`src/rtl/uart_pkg.sv`:
```
// Shared UART definitions: baud table, BC encodings, frame constants and receiver states.
// The transmitter uses the same table so both ends agree on bit timing.
package uart_pkg;

  localparam int MAX_CNT_W = 9;

  localparam logic [MAX_CNT_W-1:0] BAUD_434 = 9'd434;
  localparam logic [MAX_CNT_W-1:0] BAUD_217 = 9'd217;
  localparam logic [MAX_CNT_W-1:0] BAUD_109 = 9'd109;
  localparam logic [MAX_CNT_W-1:0] BAUD_72  = 9'd72;
  localparam logic [MAX_CNT_W-1:0] BAUD_36  = 9'd36;

  localparam logic [2:0] BC_217 = 3'b001;
  localparam logic [2:0] BC_109 = 3'b010;
  localparam logic [2:0] BC_72  = 3'b011;
  localparam logic [2:0] BC_36  = 3'b100;

  localparam int   DATA_BITS  = 8;
  localparam logic PARITY_ODD = 1'b0;

  typedef enum logic [2:0] {
    ST_IDLE   = 3'd0,
    ST_START  = 3'd1,
    ST_DATA   = 3'd2,
    ST_PARITY = 3'd3,
    ST_STOP   = 3'd4,
    ST_BREAK  = 3'd5
  } rx_state_t;

  // Clocks per bit for a given baud select; unlisted codes fall back to the slowest rate.
  function automatic logic [MAX_CNT_W-1:0] max_cntr(input logic [2:0] bc);
    logic [MAX_CNT_W-1:0] m;
    case (bc)
      BC_217:  m = BAUD_217;
      BC_109:  m = BAUD_109;
      BC_72:   m = BAUD_72;
      BC_36:   m = BAUD_36;
      default: m = BAUD_434;
    endcase
    return m;
  endfunction

endpackage

```
`src/rtl/uart_rx_sync.sv`:
```
// Two-flop synchroniser for the asynchronous serial line plus falling-edge detect.
// All flops reset to 1 so a line held idle never produces a spurious edge.
module uart_rx_sync (
  input  logic clk,
  input  logic rst_n,
  input  logic rxi,
  output logic rs,
  output logic fall
);

  logic meta;
  logic rs_prev;

  always_ff @(posedge clk) begin
    if (!rst_n) begin
      meta    <= 1'b1;
      rs      <= 1'b1;
      rs_prev <= 1'b1;
    end else begin
      meta    <= rxi;
      rs      <= meta;
      rs_prev <= rs;
    end
  end

  assign fall = rs_prev & ~rs;

endmodule

```
`src/rtl/uart_receiver_baudrate.sv`:
```
// 8E1 UART receiver: bit-centre sampling from a per-bit counter, LSB-first deserialiser,
// even-parity and stop-bit checks, and a single-cycle valid pulse per completed frame.
module uart_receiver_baudrate
  import uart_pkg::*;
#(
  parameter int CLK_HZ = 50_000_000,
  parameter int CNT_W  = 9
) (
  input  logic       clk,
  input  logic       rst_n,
  input  logic [2:0] BC,
  input  logic       Rxi,
  output logic [7:0] Rx_data,
  output logic       Rx_valid,
  output logic       Parity_err,
  output logic       Frame_err,
  output logic       Rx_busy
);

  // The baud table only holds for a 50 MHz clock and needs room for 434.
  if (CLK_HZ != 50_000_000 || CNT_W < MAX_CNT_W) begin : g_param_check
    $error("uart_receiver_baudrate: unsupported CLK_HZ/CNT_W");
  end

  logic             rs;
  logic             fall;
  rx_state_t        state;
  logic [CNT_W-1:0] cnt;
  logic [CNT_W-1:0] m;
  logic [CNT_W-1:0] half_last;
  logic [CNT_W-1:0] bit_last;
  logic [2:0]       bit_idx;
  logic [7:0]       sr;
  logic             par;

  uart_rx_sync u_sync (
    .clk   (clk),
    .rst_n (rst_n),
    .rxi   (Rxi),
    .rs    (rs),
    .fall  (fall)
  );

  assign half_last = (m >> 1) - CNT_W'(1);
  assign bit_last  = m - CNT_W'(1);

  // START waits half a bit to land on the start-bit centre; every later stage waits a
  // full bit so samples stay centred. STOP returns to IDLE at the stop centre, which
  // leaves enough margin to catch a back-to-back start edge.
  always_ff @(posedge clk) begin
    if (!rst_n) begin
      state      <= ST_IDLE;
      cnt        <= '0;
      m          <= '0;
      bit_idx    <= '0;
      sr         <= '0;
      par        <= 1'b0;
      Rx_data    <= '0;
      Rx_valid   <= 1'b0;
      Parity_err <= 1'b0;
      Frame_err  <= 1'b0;
      Rx_busy    <= 1'b0;
    end else begin
      Rx_valid <= 1'b0;
      case (state)
        ST_IDLE: begin
          if (fall) begin
            state   <= ST_START;
            cnt     <= '0;
            m       <= CNT_W'(max_cntr(BC));
            Rx_busy <= 1'b1;
          end
        end
        ST_START: begin
          if (cnt == half_last) begin
            cnt <= '0;
            if (rs) begin
              state   <= ST_IDLE;
              Rx_busy <= 1'b0;
            end else begin
              state   <= ST_DATA;
              bit_idx <= '0;
            end
          end else begin
            cnt <= cnt + CNT_W'(1);
          end
        end
        ST_DATA: begin
          if (cnt == bit_last) begin
            cnt     <= '0;
            sr      <= {rs, sr[7:1]};
            bit_idx <= bit_idx + 3'd1;
            if (bit_idx == 3'(DATA_BITS - 1)) state <= ST_PARITY;
          end else begin
            cnt <= cnt + CNT_W'(1);
          end
        end
        ST_PARITY: begin
          if (cnt == bit_last) begin
            cnt   <= '0;
            par   <= rs;
            state <= ST_STOP;
          end else begin
            cnt <= cnt + CNT_W'(1);
          end
        end
        ST_STOP: begin
          if (cnt == bit_last) begin
            cnt        <= '0;
            Rx_data    <= sr;
            Parity_err <= ((^sr) ^ PARITY_ODD) != par;
            Frame_err  <= ~rs;
            Rx_valid   <= 1'b1;
            if (rs) begin
              state   <= ST_IDLE;
              Rx_busy <= 1'b0;
            end else begin
              state <= ST_BREAK;
            end
          end else begin
            cnt <= cnt + CNT_W'(1);
          end
        end
        ST_BREAK: begin
          if (rs) begin
            state   <= ST_IDLE;
            Rx_busy <= 1'b0;
          end
        end
        default: begin
          state   <= ST_IDLE;
          Rx_busy <= 1'b0;
        end
      endcase
    end
  end

endmodule

```
`config.mk`:
```
export PLATFORM = sky130hd
export DESIGN_NAME = uart_receiver_baudrate
export DESIGN_NICKNAME = d
export VERILOG_FILES = /design/src/rtl/uart_pkg.sv /design/src/rtl/uart_rx_sync.sv /design/src/rtl/uart_receiver_baudrate.sv
export SDC_FILE = /design/constraint.sdc
export NUM_CORES = 1
export LEC_CHECK = 0
export CORE_MARGIN = 4
export CORE_UTILIZATION = 53
export CTS_CLUSTER_DIAMETER = 200
export CTS_CLUSTER_SIZE = 24
export DETAILED_ROUTE_END_ITERATION = 6
export MAX_ROUTING_LAYER = met4
export PLACE_DENSITY = 0.76
export SYNTH_ARGS = -nofsm -noshare
export SYNTH_HDL_FRONTEND = slang
export SYNTH_HIERARCHICAL = 1
export SYNTH_SLANG_ARGS = --single-unit
```
`constraint.sdc`:
```
create_clock -name clk -period 3.1 [get_ports clk]
set_input_delay 0.775 -clock clk [delete_from_list [all_inputs] [get_ports clk]]
set_output_delay 0.775 -clock clk [all_outputs]
set_load 0.02 [all_outputs]
```
==> summary.md <==
| Metric | Value |
|---|---|
| Power Dens Cells | `435 mW/mm2` |
| Slowest-stage cell, CP | `or4_4` |
| Worst setup path end | `bit_idx[0]` |
| Worst Path Required | `3280 ps` |
| Post-synth ARST share | `0%` |
| Post-CTS Resized | `0` |
| Post-synthesis average cell area | `8.39 um2` |
| CP cell instances | `inv_1 -> ha_1 -> or4b_1 -> or4b_1 -> a32o_2 -> or4_4 -> a211oi_1 -> a21oi_1` |
| I/O Buffers | `17` |
| Switching Fraction | `23.4%` |
| I/O pin total | `18` |
| Distinct cells, synth | `64` |
| Delay of the slowest critical-path stage | `570 ps` |
| R2R cell count | `8` |
| Commonest non-fill, non-tap cell in the layout | `dfxtp_1` |
| Slew Limit Fails | `0` |
| Max Fclk | `338 MHz` |
| Die height | `77.8 um` |
| Max VDD drop | `341 uV` |
| Area contributors post-synth | `dfxtp_1 35%, mux2i_1 7.4%, xnor2_1 6.8%` |
| First-pass GRT wire length | `9.28 mm` |
| Psw | `0.295 mW` |
| Die width | `77.8 um` |
| GR Overflow Total | `0` |
| Mapped Nets | `319` |
| CP max FO | `5` |
| Clock slew at reported path FFs | `90 ps` |
| GRT Resource Usage Total | `19.5%` |
| Area grow syn2layout | `12.3%` |
| FF-to-FF Start | `m[0]` |
| Worst setup path startpoint | `m[0]` |
| Number of flops mapped to enable cells by yosys | `0` |
| Antenna Cells | `0` |
| Max cap viols | `0` |
| Vias per cell | `5.61` |
| Hold_buf cts | `0` |
| Comb power frac | `10.9%` |
| Std-Cell Rows | `25` |
| Post-layout min period | `2960 ps` |
| Share of cells above drive strength 1 | `8.78%` |
| Final WL | `5.42 mm` |
| DRT antenna net count | `0` |
| Root buffer cell | `clkbuf_8` |
| Most frequent CP cell | `or4b_1` |
| Worst Tran Pin Value | `696 ps` |
| Tcrit/Tclk final | `95.5%` |
| RD Place Congestion | `0.861` |
| Sequential Power Share | `47.4%` |
| #FFs+latches synth | `45` |
| Most frequent cells in the layout | `45 x dfxtp_1, 43 x nor2_1, 20 x xnor2_1, 20 x a21oi_1` |
| CTS Buf Count | `5` |
| Iteration-0 DRC Markers | `166` |
| Leakage | `1.01 nW` |
| Wire length per cell | `14.0 um` |
| Hold/Removal Path Class | `register to register` |
| Cells after Synth | `308` |
| WP data arrival | `3140 ps` |
| Yosys top cell by area | `dfxtp_1` |
| Vias in the first global route | `1970` |
| Final Skew | `8.94 ps` |
| Post-route setup TNS | `0 ps` |
| Synth Flop Type | `dfxtp_1` |
| Largest net degree at the start of global routing | `22` |
| Worst skew pair latency | `300 ps` |
| Core Box Area | `0.00472 mm2` |
| TritonCTS clock tree | `built` |
| Slew Limit Headroom | `53.5%` |
| CP startpoint kind | `register` |
| Synth Warn # | `6` |
| CP Class | `register to register` |
| Clock Path Buffers | `2` |
| Sink Count | `45` |
| Final setup vio count | `0` |
| Run status | `finished, final reports clean` |
| H-tree levels | `2` |
| Clk pwr share | `41.7%` |
| Internal power | `0.966 mW` |
| Register area share after synthesis | `34.9%` |
| Post-synth top area share | `34.9%` |
| Synthesized area | `0.00258 mm2` |
| DRC | `0` |
| Setup Fix Bufs, Post-CTS | `0` |
| Critical R2R Capture | `bit_idx[0]` |
| Initial antenna violation count | `0` |
| Worst Hold Slack | `414 ps` |
| Nets | `329` |
| Detailed Routing Iterations Pass 1 | `4` |
| Final hold vios | `0` |
| Crit. End Element | `register` |
| HPWL after DPL | `3.74 mm` |
| Reg2Reg Setup Slack | `140 ps` |
| DR vias | `2164` |
| Die area | `0.00606 mm2` |
| RSZ-0062 raised after global routing | `false` |
| Initial cell density of the core | `54.7%` |
[through the flow]
step | area (um2) | cells | utilization [%] | power, mW | setup WS (ps)
4_1_cts | 2900 | 386 | 61.4 | 1.27 | 140
5_1_grt | 2900 | 386 | 61.4 | 1.32 | 35.4
6_report | 2900 | 386 | 61.4 | 1.26 | 138
3_5_place_dp | 2770 | 378 | 58.6 | 0.746 | 185
3_3_place_gp | 2770 | 378 | 58.6 | 0.744 | 279
2_1_floorplan | 2580 | 308 | - | 0.710 | 191
[critical path: cells and delay by family (launching register included)]
kind / cells / cell delay [ps]
AO/OA/AOI/OAI: 3 / 700
adder cells (fa/ha/maj): 1 / 180
buffers and inverters: 1 / 100
flip-flops: 1 / 350
AND/OR/NAND/NOR: 3 / 1520
[kinds of logic after synthesis]
logic type      synth area share [%]
fa+ha+maj                       2.42
simple gates                    21.9
mux                             8.23
compound gates                  16.8
xor+xnor                        8.81
buf+inv                         7.02
flops                           34.9
[worst min-delay path by stage]
stage | cells past startpoint | to | start
after floorplan | 1 | u_sync/rs | u_sync/meta
after global placement | 1 | u_sync/rs | u_sync/meta
after detailed placement | 1 | u_sync/rs | u_sync/meta
after CTS | 1 | u_sync/rs | u_sync/meta
after global routing | 1 | u_sync/rs | u_sync/meta
final | 1 | u_sync/rs | u_sync/meta
[flip-flops by register name, summed over array words and instances (netlist names)]
name and count:
cnt 9, Rx_data 8, sr 8, m 6
bit_idx 3, state 3, Frame_err 1, Parity_err 1
Rx_busy 1, Rx_valid 1, par 1, u_sync/meta 1
u_sync/rs 1, u_sync/rs_prev 1
[Yosys cell counts (2+ instances only)]
library cell and n:
dfxtp_1 45, nor2_1 43, a21oi_1 20, xnor2_1 20, mux2i_1 19, nand2_1 19
nor3_1 13, clkbuf_1 12, nand3_1 11, o21ai_0 10, inv_1 8, o22ai_1 6
xor2_1 6, a211oi_1 5, ha_1 5, and2_1 4, buf_6 4, nor2b_1 4
nand2b_1 3, a22o_1 2, a32oi_1 2, and3b_1 2, mux2_2 2, nor3b_1 2
or4b_1 2
[per-layer routing]
layer / GRT usage [%] / share of wire (%)
met5: - / 0
met4: 8.36 / 2.0
met3: 4.29 / 4.7
met2: 29.5 / 46
met1: 25.0 / 47
[final cells by class]
| type | instances | area, um2 |
|---|---|---|
| fillers | 422 | 1820 |
| clock inverters | 3 | 65.1 |
| flip-flops and latches | 45 | 901 |
| well taps | 67 | 83.8 |
| clock buffers | 5 | 68.8 |
| multi-input cells | 231 | 1510 |
| inverters | 8 | 30.0 |
| repair buffers | 27 | 245 |
[power groups by stage]
stage	Combinational [mW]	Clock, mW	Sequential (mW)
after floorplan	0.104	0	0.606
after global placement	0.133	0	0.611
after detailed placement	0.135	0	0.611
after CTS	0.137	0.534	0.598
after global routing	0.152	0.567	0.599
final	0.137	0.526	0.598
Power figures use the tool's default switching activity.
